<file path="src/rtl/seg_pkg.sv">
// ---------------------------------------------------------------------------
// seg_pkg
//   Shared definitions for the 7-segment scan controller: the scan FSM state
//   type, the all-dark segment code and the BCD segment lookup table.
//   Segment codes are active-low, bit order {g,f,e,d,c,b,a}.
// ---------------------------------------------------------------------------
package seg_pkg;

    typedef enum logic [1:0] {
        ST_DARK = 2'd0,
        ST_SCAN = 2'd1,
        ST_GAP  = 2'd2
    } seg_state_e;

    localparam logic [6:0] SEG_BLANK = 7'h7F;

    // Entry n is the active-low pattern for decimal digit n.
    localparam logic [6:0] SEG_TABLE [10] = '{
        7'h40, 7'h79, 7'h24, 7'h30, 7'h19,
        7'h12, 7'h02, 7'h78, 7'h00, 7'h10
    };

    // True for codes that have a glyph; 10..15 are shown blank.
    function automatic logic is_bcd(input logic [3:0] code);
        return (code <= 4'd9);
    endfunction

endpackage

</file>
<file path="src/rtl/seg_bcd_decode.sv">
// ---------------------------------------------------------------------------
// seg_bcd_decode
//   Combinational BCD to 7-segment decoder, active-low outputs.
//   Codes 10..15 decode to the all-dark pattern.
// Ports
//   i_bcd    in   4   BCD code of the digit being displayed
//   o_seg_n  out  7   active-low segments {g,f,e,d,c,b,a}
// ---------------------------------------------------------------------------
module seg_bcd_decode
    import seg_pkg::*;
(
    input  logic [3:0] i_bcd,
    output logic [6:0] o_seg_n
);

    always_comb begin
        o_seg_n = SEG_BLANK;
        if (is_bcd(i_bcd)) begin
            o_seg_n = SEG_TABLE[i_bcd];
        end
    end

endmodule

</file>
<file path="src/rtl/seg_scan_ctrl.sv">
// ---------------------------------------------------------------------------
// seg_scan_ctrl
//   Time-multiplexed scan controller for NUM_DIGITS common-anode digits that
//   share one BCD decoder. A new digit vector is taken over a valid/ready
//   handshake into a pending buffer and only copied into the displayed
//   (shadow) digits at a frame boundary, so a frame never mixes old and new
//   values. Each digit is lit for DWELL cycles, followed by GAP_CYC all-dark
//   cycles to suppress ghosting.
//
// Build option
//   SEG_SCAN_LZB_EN : when defined, leading zeros are blanked (digit i>0 whose
//                     value and all higher digits are zero keeps its anode
//                     off during its slot). Digit 0 is never blanked.
//
// Ports
//   clk          in   1             clock, rising edge
//   rst          in   1             synchronous active-high reset
//   en           in   1             0 = display dark, scan parked at digit 0
//   load_valid   in   1             load_data valid
//   load_ready   out  1             controller can accept load_data
//   load_data    in   4*NUM_DIGITS  BCD digits, [3:0] = digit 0 (LSD)
//   seg_n        out  7             active-low segments {g,f,e,d,c,b,a}
//   an_n         out  NUM_DIGITS    active-low anodes, an_n[i] = digit i
//   frame_start  out  1             pulse on entry to the digit-0 slot
// ---------------------------------------------------------------------------
module seg_scan_ctrl
    import seg_pkg::*;
#(
    parameter int NUM_DIGITS = 4,
    parameter int DWELL      = 50000,
    parameter int GAP_CYC    = 16
) (
    input  logic                    clk,
    input  logic                    rst,
    input  logic                    en,
    input  logic                    load_valid,
    output logic                    load_ready,
    input  logic [4*NUM_DIGITS-1:0] load_data,
    output logic [6:0]              seg_n,
    output logic [NUM_DIGITS-1:0]   an_n,
    output logic                    frame_start
);

    localparam int IDX_W = (NUM_DIGITS > 1) ? $clog2(NUM_DIGITS) : 1;
    localparam int DW_W  = (DWELL > 1)      ? $clog2(DWELL)      : 1;
    localparam int GAP_W = (GAP_CYC > 1)    ? $clog2(GAP_CYC)    : 1;

    localparam logic [IDX_W-1:0] IDX_LAST = IDX_W'(NUM_DIGITS - 1);
    localparam logic [DW_W-1:0]  DW_LAST  = DW_W'(DWELL - 1);
    localparam logic [GAP_W-1:0] GAP_LAST = GAP_W'((GAP_CYC > 0) ? (GAP_CYC - 1) : 0);

    // Registered state
    seg_state_e                r_state;
    logic [IDX_W-1:0]          r_idx;
    logic [DW_W-1:0]           r_dwell;
    logic [GAP_W-1:0]          r_gap;
    logic [3:0]                r_shadow [NUM_DIGITS];
    logic [4*NUM_DIGITS-1:0]   r_pending_data;
    logic                      r_pending;
    logic                      r_committed;
    logic                      r_frame_start;

    // Next-state and decode wires
    seg_state_e                w_state_nxt;
    logic [IDX_W-1:0]          w_idx_nxt;
    logic [IDX_W-1:0]          w_idx_inc;
    logic [DW_W-1:0]           w_dwell_nxt;
    logic [GAP_W-1:0]          w_gap_nxt;
    logic                      w_wrap;
    logic                      w_commit;
    logic                      w_accept;
    logic                      w_entry0;
    logic [3:0]                w_cur_digit;
    logic [6:0]                w_seg_dec;
    logic [NUM_DIGITS-1:0]     w_blank;
    logic                      w_lit;

    // Ready is simply "pending buffer empty": it drops the cycle after an
    // accept and returns the cycle after the pending data is committed.
    assign load_ready = ~r_pending;
    assign w_accept   = load_valid & load_ready;

    assign w_idx_inc  = (r_idx == IDX_LAST) ? '0 : r_idx + 1'b1;

    always_comb begin
        w_state_nxt = r_state;
        w_idx_nxt   = r_idx;
        w_dwell_nxt = r_dwell;
        w_gap_nxt   = r_gap;
        w_wrap      = 1'b0;

        if (!en) begin
            w_state_nxt = ST_DARK;
            w_idx_nxt   = '0;
            w_dwell_nxt = '0;
            w_gap_nxt   = '0;
        end else begin
            case (r_state)
                ST_DARK: begin
                    // Nothing meaningful to show until the first commit.
                    if (r_committed) begin
                        w_state_nxt = ST_SCAN;
                        w_idx_nxt   = '0;
                        w_dwell_nxt = '0;
                    end
                end

                ST_SCAN: begin
                    if (r_dwell == DW_LAST) begin
                        w_dwell_nxt = '0;
                        if (GAP_CYC == 0) begin
                            w_state_nxt = ST_SCAN;
                            w_idx_nxt   = w_idx_inc;
                            w_wrap      = (r_idx == IDX_LAST);
                        end else begin
                            w_state_nxt = ST_GAP;
                            w_gap_nxt   = '0;
                        end
                    end else begin
                        w_dwell_nxt = r_dwell + 1'b1;
                    end
                end

                ST_GAP: begin
                    if (r_gap == GAP_LAST) begin
                        w_state_nxt = ST_SCAN;
                        w_idx_nxt   = w_idx_inc;
                        w_gap_nxt   = '0;
                        w_wrap      = (r_idx == IDX_LAST);
                    end else begin
                        w_gap_nxt = r_gap + 1'b1;
                    end
                end

                default: begin
                    w_state_nxt = ST_DARK;
                    w_idx_nxt   = '0;
                    w_dwell_nxt = '0;
                    w_gap_nxt   = '0;
                end
            endcase
        end
    end

    // Pending data moves to the display either straight away while dark, or
    // at the wrap from the last digit back to digit 0 (frame boundary).
    assign w_commit = r_pending & ((r_state == ST_DARK) | w_wrap);

    // Any transition that lands on the digit-0 slot starts a frame; staying
    // in the digit-0 slot while dwelling does not.
    assign w_entry0 = (w_state_nxt == ST_SCAN) && (w_idx_nxt == '0)
                      && ((r_state != ST_SCAN) || w_wrap);

    always_ff @(posedge clk) begin
        if (rst) begin
            r_state       <= ST_DARK;
            r_idx         <= '0;
            r_dwell       <= '0;
            r_gap         <= '0;
            r_pending     <= 1'b0;
            r_committed   <= 1'b0;
            r_frame_start <= 1'b0;
            for (int i = 0; i < NUM_DIGITS; i++) begin
                r_shadow[i] <= 4'hF;
            end
        end else begin
            r_state       <= w_state_nxt;
            r_idx         <= w_idx_nxt;
            r_dwell       <= w_dwell_nxt;
            r_gap         <= w_gap_nxt;
            r_frame_start <= w_entry0;

            if (w_commit) begin
                r_committed <= 1'b1;
                for (int i = 0; i < NUM_DIGITS; i++) begin
                    r_shadow[i] <= r_pending_data[4*i +: 4];
                end
            end

            // An accept in the same cycle as a commit refills the buffer,
            // so the accept takes priority over the clear.
            if (w_accept) begin
                r_pending <= 1'b1;
            end else if (w_commit) begin
                r_pending <= 1'b0;
            end
        end
    end

    // Payload register: only written on accept, needs no reset.
    always_ff @(posedge clk) begin
        if (w_accept) begin
            r_pending_data <= load_data;
        end
    end

`ifdef SEG_SCAN_LZB_EN
    // Walk down from the most significant digit; a digit is blanked while
    // it and everything above it are zero. Digit 0 is excluded.
    always_comb begin : lzb_blk
        logic v_zero_above;
        v_zero_above = 1'b1;
        w_blank      = '0;
        for (int i = NUM_DIGITS - 1; i >= 1; i--) begin
            v_zero_above = v_zero_above && (r_shadow[i] == 4'd0);
            w_blank[i]   = v_zero_above;
        end
    end
`else
    assign w_blank = '0;
`endif

    // Single shared decoder, fed by the digit currently being scanned.
    assign w_cur_digit = r_shadow[r_idx];

    seg_bcd_decode u_decode (
        .i_bcd   (w_cur_digit),
        .o_seg_n (w_seg_dec)
    );

    assign w_lit = (r_state == ST_SCAN) && !w_blank[r_idx];

    always_comb begin
        an_n = '1;
        if (w_lit) begin
            an_n[r_idx] = 1'b0;
        end
    end

    assign seg_n       = w_lit ? w_seg_dec : SEG_BLANK;
    assign frame_start = r_frame_start;

endmodule

</file>
<file path="config.mk">
export PLATFORM = sky130hd
export DESIGN_NAME = seg_scan_ctrl
export DESIGN_NICKNAME = d
export VERILOG_FILES = /design/src/rtl/seg_pkg.sv /design/src/rtl/seg_bcd_decode.sv /design/src/rtl/seg_scan_ctrl.sv
export SDC_FILE = /design/constraint.sdc
export NUM_CORES = 1
export LEC_CHECK = 0
export CELL_PAD_IN_SITES_DETAIL_PLACEMENT = 0
export CELL_PAD_IN_SITES_GLOBAL_PLACEMENT = 1
export CORE_MARGIN = 3
export CORE_UTILIZATION = 30
export DETAILED_ROUTE_END_ITERATION = 16
export HOLD_SLACK_MARGIN = 0.02
export PLACE_DENSITY_LB_ADDON = 0.1
export SLEW_MARGIN = 15
export SYNTH_ARGS = -nofsm -noshare
export SYNTH_HDL_FRONTEND = slang
export SYNTH_SLANG_ARGS = --single-unit
</file>
<file path="constraint.sdc">
create_clock -name clk -period 3.05 [get_ports clk]
set_clock_uncertainty 0.2 [all_clocks]
set_input_delay 0.61 -clock clk [delete_from_list [all_inputs] [get_ports clk]]
set_output_delay 0.61 -clock clk [all_outputs]
set_load 0.05 [all_outputs]
</file>
Yosys cells after proc, flatten, opt, wreduce, memory -nomap -nowiden
Memory sizes are Yosys's and may differ from the RTL's. A register that Yosys moved wholly into a read port is not among the register bits.
Index checks and enable logic that the tools add are counted.
Word-level totals
  bits in registers: 43
  RAM bits: 16
  bits in read-only memories: 112
  input bits: 20
  output and inout port bits: 13
  memories kept: 2
Operators by class
  add/subtract/negate cells: 3
  order comparisons: 4
  equality and inequality tests: 9
  multiplexer cells: 40
  bitwise logic cells: 13
  reduce and logical (&&, ||, !) cells: 12
Memory list
  (no name shown): depth 16, width 7, rd ports 1, clocked after memory_dff 0, write ports 0, line seg_bcd_decode.sv:19  | o_seg_n = SEG_TABLE[i_bcd];
  r_shadow: depth 4, width 4, rd ports 1, clocked after memory_dff 1, write ports 4, line seg_scan_ctrl.sv:57  | logic [3:0] r_shadow [NUM_DIGITS];
Operators with widths (count)
  $pmux 16 s3: 1
  $mux 16: 2
  $mux 4: 7
  $mux 7: 4
  $mux 2: 9
  $add 16x1->16 const B: 1
  $eq 16x16->1 const B: 1
  $mux 1: 12
  $pmux 2 s3: 2
  $pmux 4 s3: 1
  $ge 5x5->1 const B: 1
  $not 4->5: 1
  $or 1x1->1: 5
  $add 4x1->4 const B: 1
  $eq 2x1->1 const B: 2
  $eq 2x2->1 const B: 2
  $eq 4x4->1 const B: 1
  $le 4x4->1 const B: 1
  $logic_and 1x1->1: 4
  $logic_not 2->1: 2
  $ne 2x2->1 const B: 2
  $not 1->1: 4
  $not 4->4: 1
  $reduce_and 2->1: 2
  other kinds (11): 12

Logic depth before layout (Yosys ltp)
Gate-level depths: netlist (run 1).
  word-level depth: 10
  mapped depth: 7
  mapped depth without buffers: 6

By module
From an unflattened synthesis (run 1), not the netlist that was laid out.
Second synthesis, totals
  cells, all modules: 265
  area, all modules: 2905.3 um^2
By module, submodules not included
  seg_scan_ctrl: instances 1, cells an instance 235, area an instance 2698.8 um^2
  seg_bcd_decode: instances 1, cells an instance 30, area an instance 206.4 um^2

Worst setup path before layout (run 1)
No wires, ideal clock.
  path kind: flip-flop to output port
  start: register r_idx[0]
  end: output port seg_n[3]
  arrival: 2.761 ns
  required time: 2.240 ns
  slack: -0.521 ns
  stages on the path, launching flop included: 8
  path buffers: 1
  path through: dfxtp_1 clkbuf_1 mux4_2 inv_1 ha_1 inv_1 mux2i_1 o21ai_0
On the way
  longest elaborated chain between the ends: 5
RTL lines
  start, declared: line seg_scan_ctrl.sv:54  | logic [IDX_W-1:0] r_idx;
  start signal, assigned: line seg_scan_ctrl.sv:168  | r_idx <= w_idx_nxt;
  $bmux 1 s2: line seg_scan_ctrl.sv:221  | assign w_lit = (r_state == ST_SCAN) && !w_blank[r_idx];
  $mux 1 (not written as such): line seg_scan_ctrl.sv:221
  $logic_not 1->1: line seg_scan_ctrl.sv:221
  $logic_and 1x1->1: line seg_scan_ctrl.sv:221
  $mux 7: line seg_scan_ctrl.sv:230  | assign seg_n = w_lit ? w_seg_dec : SEG_BLANK;
  end, declared: line seg_scan_ctrl.sv:39  | output logic [6:0] seg_n,
No other way between the ends. The select of a mux whose other input is x is not followed.

Worst setup path in the final report (run 1)
  start: register r_idx[0]
  end: output port seg_n[4]
Same word-level chain as after synthesis.

==> results.md, run 1 <==
* Slew @ Worst Pin at 0.6517 ns
* Mapped Cells at 254
* Total power at 1.714 mW
* Layout cells sized above 1 at 22.22%
* Die H at 103.8 um
* ANT cells at 0
* Register area share after synthesis at 52.33%
* Fmax at 334.4 MHz
* Minimum clock period at 2.990 ns
* Reg2reg start: r_state[1]
* Critical path class: reg2out
* Slew Limit Fails at 0
* Number of buffers created by CTS at 9
* Yosys reg bits at 59
* EDFF count, synth at 32
* Core area at 0.009284 sq mm
* Setup violations, final at 0
* HP Class: reg2reg
* Initial Util at 30.90%
* Reg2Reg Depth at 4
* First-pass GRT wire length at 10030 um
* R2R Setup Slk at 0.69 ns
* Clock Pin Slew Worst Setup and Hold Paths at 0.07 ns
* Critical Path Sink: seg_n[4]
* Mapped Area at 0.002869 sq mm
* Leakage Power at 1.210 nW
* Post-Syn Area per Cell at 11.30 sq um
* Clock tree buffer depth at 2
* GR Layer Usage met3 at 4.112%
* Worst setup path start: r_idx[0]
* Met1 usage in global routing at 13.77%
* Post-synthesis async set-or-reset flop share at 0%
* WP data arrival at 2.18 ns
* Post-synth top flop: edfxtp_1
* Storage cell area at 0.001505 sq mm
* DRC at 0
* CTS H-tree lvls at 3
* Root buffer cell: clkbuf_8
* Max-Slew Margin vs Limit at 55.99%
* Routed len/inst at 13.56 um
* Number of global-route vias before repair at 2050
* Max VDD drop at 0.2288 mV
* Hold path startpoint: r_gap[0]
* Final nets at 332
* Die area at 0.01077 sq mm
* Total gr overflow at 0
* GRT Max-Usage Layer: met2
* Syn_nets at 285
* CTS tree: done
* Crit end category: primary output
* Hold Fails Final Rpt at 0
* Fillers at 928
* DRT iter0 DRCs at 70
* Total length of routed wires at 5897 um
* Result of the run: completed
* Multi-input gate area at 0.001266 sq mm
* I/O Pins at 33
* WP data required at 2.24 ns
* Gr usage total at 11.69%
* Fin worst setup slack at 0.05983 ns
* Die X at 103.8 um
* Critical Path Fanout Max at 7
* Power per Cell Area at 475.7 mW/mm^2
* Largest net degree at the start of global routing at 18
* R2r endpoint: r_shadow[1][0]
* Clk sinks at 59
* Layout area overhead at 25.56%
* # hold bufs at CTS at 0
* RSZ-0062 raised after global routing: yes
* Port Buffers at 32
* YS warnings at 0
* Pre-CTS setup slack at 0.1034 ns
* Worst setup SP type: flip-flop
* Max capacitance violation total at 0
* Vias per cell at 4.699
* Worst-Skew Late Latency at 0.34 ns
* Num rows at 35
* Drt pass-1 iters at 4
* ANT nets after route at 0
* DR vias at 2044
* Final period util at 98.04%
* Dpl hpwl at 4304 um
* Gp weighted congestion at 0.7608
* Initial antenna violation count at 0
* GR Util met2 at 19.81%
* Synth cell types at 53
==> state kept, by name (all words and copies together), names as in the netlist <==
name            count
r_gap               4
r_shadow           16
r_state             2
r_idx               2
r_committed         1
r_pending           1
r_pending_data     16
frame_start         1
r_dwell            16
==> layout make-up <==
cell class / instances / share of cell area [%]
Inverter: 12 / 1.320
Tap cell: 129 / 4.481
Sequential cell: 59 / 41.79
Timing Repair Buffer: 46 / 11.84
Multi-Input combinational cell: 173 / 35.15
Clock buffer: 11 / 3.925
Clock inverter: 5 / 1.494
==> worst min-delay path by stage <==
stage	depth (start not counted)	end
finish	1	r_gap[0]
global route	1	r_shadow[2][2]
CTS	1	r_gap[0]
detailed placement	1	r_gap[0]
global placement	1	r_gap[0]
floorplan	1	r_gap[0]
==> routing by layer <==
| metal | vias up | wire [um] |
|---|---|---|
| li1 | 1039 | - |
| met1 | 962 | 2598 |
| met2 | 35 | 2978 |
| met3 | 8 | 234 |
| met4 | 0 | 85 |
| met5 | - | 0 |
==> synth_stat cells, types with 2 or more instances <==
master	count	area share, %
edfxtp_1	32	33
dfxtp_1	27	19
nor2_1	21	2.7
or2_2	16	3.5
o21ai_0	15	2.6
inv_1	12	1.6
a21oi_1	11	1.9
ha_1	11	4.8
nand2_1	10	1.3
xor2_1	6	1.8
nand2b_1	5	1.1
nand3_1	5	0.87
nand4_1	5	1.1
nor2b_1	5	1.1
o211ai_1	5	1.3
and3_1	4	0.87
mux4_2	4	3.1
nand3b_1	4	1.0
o2111ai_1	4	1.2
a21o_1	3	0.78
buf_2	3	0.52
clkbuf_1	3	0.39
mux2i_1	3	1.0
nor3_1	3	0.52
or4_1	3	0.78
a22oi_1	2	0.52
a31oi_1	2	0.44
and2_1	2	0.44
and4_1	2	0.61
buf_6	2	0.78
or3_1	2	0.44
==> worst max-delay path, stage by stage (launching register included) <==
cell and delay, ns:
dfxtp_4 0.39, mux4_2 0.55, inv_4 0.11, ha_4 0.14, o21bai_1 0.08, a21oi_2 0.15
buf_6 0.13, o211ai_1 0.08, buf_4 0.20
==> cell families (layout without fill, tap and decap cells) <==
kind of cell             after synthesis  in the layout  synth area share [%]
multiplexers                           7              7                 4.187
buffers and inverters                 22             74                 4.666
XOR/XNOR                               6              6                 1.832
adder cells (fa/ha/maj)               11             11                 4.797
AO/OA/AOI/OAI                         56             56                 13.35
flip-flops                            59             59                 52.33
AND/OR/NAND/NOR                       93             93                 18.84
==> cell usage in the layout, fill, tap and decap left out, drive strengths merged, types with 3 or more instances in the layout <==
cell	n
ha	11
nand2	10
clkbuf	11
o21ai	16
or2	16
and3	4
or4	4
nand3b	4
xor2	6
mux4	4
nand2b	5
dfxtp	27
o2111ai	4
o211ai	5
clkdlybuf4s50	25
a21o	3
buf	21
nand4	5
or3	3
nor3	3
inv	12
a21oi	12
edfxtp	32
mux2i	3
nand3	5
nor2b	5
nor2	21
==> repair_timing <==
| item | CTS | global route |
|---|---|---|
| endpoints found under the hold margin | 0 | 0 |
| setup buffers | 2 | 5 |
| cloned | 0 | 0 |
| gates resized for setup | 5 | 9 |
| pin swaps | 1 | 4 |
| endpoints found under the setup margin | 7 | 7 |
==> metrics by stage <==
step | TNS, ns | hold WS, ns | util (%) | instance area, sq um | std cells
final | 0 | 0.2965 | 38.80 | 3602 | 435
after global routing | -0.1716 | 0.3163 | 38.80 | 3602 | 435
after CTS | 0 | 0.2956 | 37.92 | 3521 | 430
after detailed placement | 0 | 0.2811 | 35.59 | 3304 | 412
after global placement | 0 | 0.2717 | 35.59 | 3304 | 412
after floorplan | -0.9465 | 0.2475 | - | 2877 | 254
==> where the power goes <==
group / switching (mW) / leakage, nW / internal (mW)
Sequential: 0.00901 / 0.494 / 0.866
Clock: 0.317 / 0.0930 / 0.395
Combinational: 0.0709 / 0.623 / 0.0556
No activity file was read; power rests on OpenSTA's default activity.
==> run 2, diff against run 1 <==
--- a/config.mk
+++ b/config.mk
@@ -7,11 +7,12 @@
 export LEC_CHECK = 0
 export CELL_PAD_IN_SITES_DETAIL_PLACEMENT = 0
 export CELL_PAD_IN_SITES_GLOBAL_PLACEMENT = 1
-export CORE_MARGIN = 3
+export CORE_MARGIN = 2
 export CORE_UTILIZATION = 30
 export DETAILED_ROUTE_END_ITERATION = 16
 export HOLD_SLACK_MARGIN = 0.02
 export PLACE_DENSITY_LB_ADDON = 0.1
+export RECOVER_POWER = 100
 export SLEW_MARGIN = 15
 export SYNTH_ARGS = -nofsm -noshare
 export SYNTH_HDL_FRONTEND = slang
==> run 2 against run 1 <==
  * Non-clock buffer count grew 3
  * Setup slack lost 0.015 ns
  * Cell area grew 0.63%
  * Utilization grew 0.43 points
  * Die area shrank 3.8%
  * First-iteration DRC count grew 67%
  * Sequential cell count is the same
  * Highest routed layer unchanged
  * Largest cell class unchanged
  * Sequential share of layout area shrank 0.26 points
  * Routed wire length grew 3.4%
  * Combinational power shrank 4%
  * Sequential power is essentially flat
==> results.md, run 2 (synthesized netlist as in run 1, its figures left out) <==
* Gr usage total at 12.41% (+0.71 points)
* ANT nets after route at 0 (unchanged)
* Final core utilization at 39.23% (+0.43 points)
* Reg2Reg Depth at 4 (unchanged)
* Port Buffers at 32 (unchanged)
* Initial Util at 31.05% (+0.15 points)
* WP data arrival at 2.20 ns (+0.02 ns)
* Slew Limit Fails at 0 (unchanged)
* DRC at 0 (unchanged)
* Total length of routed wires at 6095 um (+3.4%)
* Layout area overhead at 26.34%
* Worst-Skew Late Latency at 0.34 ns (about the same)
* Root buffer cell: clkbuf_8
* Clock tree buffer depth at 2 (unchanged)
* Vias per cell at 4.653 (-0.98%)
* Final period util at 98.54% (+0.50 points)
* # hold bufs at CTS at 0 (unchanged)
* Setup violations, final at 0 (unchanged)
* CTS tree: done
* Core area at 0.009240 sq mm (-0.47%)
* Num rows at 35 (unchanged)
* Most frequent cells in the layout: edfxtp_1, dfxtp_1, dlygate4sd3_1, nor2_1, buf_4
* Number of buffers created by CTS at 9 (unchanged)
* Largest net degree at the start of global routing at 18 (unchanged)
* Dpl hpwl at 4347 um (+0.98%)
* DRT iter0 DRCs at 117 (+67%)
* Layout cells sized above 1 at 21.36% (-0.86 points)
* Hold Fails Final Rpt at 0 (unchanged)
* Final nets at 335 (+0.90%)
* Worst path max stage delay at 0.56 ns (about the same)
* Total gr overflow at 0 (unchanged)
* Cell family with most CP delay: multiplexers
* Gp weighted congestion at 0.7102 (-6.7%)
* Die X at 101.8 um (-1.9%)
* HP Class: reg2reg
* Max capacitance violation total at 0 (unchanged)
* Total number of cells along the worst setup path at 8 (unchanged)
* Power per Cell Area at 514.4 mW/mm^2 (+8.1%)
* Clk sinks at 59 (unchanged)
* CTS H-tree lvls at 3 (unchanged)
* Leakage Power at 1.228 nW (+1.4%)
* Minimum clock period at 3.005 ns (+0.01530 ns)
* First-pass GRT wire length at 9591 um (-4.3%)
* Slew @ Worst Pin at 0.8711 ns (+0.2194 ns)
* Max VDD drop at 0.2369 mV (+3.5%)
* Fmax at 332.7 MHz (-0.51%)
* Crit end category: primary output
* Worst setup SP type: flip-flop
* Die area at 0.01036 sq mm (-3.8%)
* Top cell by count, worst path: buf_4
* Die H at 101.8 um (-1.9%)
* DR vias at 2038 (-0.29%)
* Number of global-route vias before repair at 1839 (-10%)
* Top flop regs: r_dwell: 16 flops, r_pending_data: 16 flops, r_shadow: 16 flops
* ANT cells at 0 (unchanged)
* Critical Path Fanout Max at 4 (-3)
* RSZ-0062 raised after global routing: yes
* I/O Pins at 33 (unchanged)
* Hold Slack at 0.2981 ns (+0.001579 ns)
* Drt pass-1 iters at 4 (unchanged)
* Routed len/inst at 13.92 um (+2.6%)
* Result of the run: completed
* Commonest non-fill, non-tap cell in the layout: edfxtp_1
* WP data required at 2.24 ns (about the same)
* Critical path cell sequence: mux4_2, inv_4, ha_4, o21bai_1, a21oi_2, buf_4, o211ai_1, buf_4
* Max-Slew Margin vs Limit at 41.93% (-14 points)
* Hold path cells at 1 (unchanged)
* Critical path class: reg2out
* Slowest library cell on the worst path: mux4_2
* Initial antenna violation count at 0 (unchanged)
* Clock Pin Slew Worst Setup and Hold Paths at 0.07 ns (about the same)
* WP buf/inv at 3 (unchanged)
run 2: final timing paths:
kind	startpoint	endpoint	slack, ns
max	r_idx[0]	seg_n[4]	0.04
min	r_gap[0]	r_gap[0]	0.30
max reg2reg	r_dwell[12]	r_dwell[8]	0.35
min reg2reg	r_gap[0]	r_gap[0]	0.30
run 2: cell type report:
class                   instances  area, sq um
fillers                       903         5615
flip-flops and latches         59         1505
multi-input cells             173         1251
repair buffers                 49        419.2
well taps                     129        161.4
clock buffers                  10        127.6
clock inverters                 6        112.6
inverters                      12        47.55
run 2: where the power goes:
group          switching [mW]  internal (mW)  leakage [nW]  total, mW
Sequential            0.00913          0.866         0.494      0.875
Clock                   0.323          0.546         0.121      0.868
Combinational          0.0726         0.0487         0.613      0.121
run 2: worst reg2reg max path, cell delays in order (launching register included):
cell and delay [ns]:
dfxtp_1 0.35, or4_1 0.60, o41a_1 0.60, o21ai_1 0.70, nor2_1 0.11
run 2: routing by layer:
metal	up-vias	wire length [um]	track usage (%)
li1	1042	-	-
met1	954	3095	17.26
met2	38	2708	17.71
met3	4	232	4.279
met4	0	59	4.782
met5	-	0	0
run 2: repair_timing:
action                                  4_1_cts  5_1_grt
pin swaps                                     1        4
resized for setup                             4        6
endpoints found under the setup margin        7        7
setup buffers                                 2        4
run 2: metrics by stage:
stage               std cells  area (sq um)  TNS (ns)  worst slack, ns  power [mW]
floorplan                 254          2877   -0.9465          -0.3738      0.9692
global placement          416          3334         0           0.2076       1.025
detailed placement        416          3334         0           0.1316       1.024
CTS                       434          3593         0         0.007785       1.899
global route              438          3625   -0.1612         -0.06334       1.943
finish                    438          3625         0          0.04453       1.865
==> run 3, diff against run 2 <==
--- a/config.mk
+++ b/config.mk
@@ -9,6 +9,7 @@
 export CELL_PAD_IN_SITES_GLOBAL_PLACEMENT = 1
 export CORE_MARGIN = 2
 export CORE_UTILIZATION = 30
+export CTS_CLUSTER_SIZE = 20
 export DETAILED_ROUTE_END_ITERATION = 16
 export HOLD_SLACK_MARGIN = 0.02
 export PLACE_DENSITY_LB_ADDON = 0.1
==> results of run 3 <==
Same layout as run 2: the final DEF is identical, and so are final timing and power.
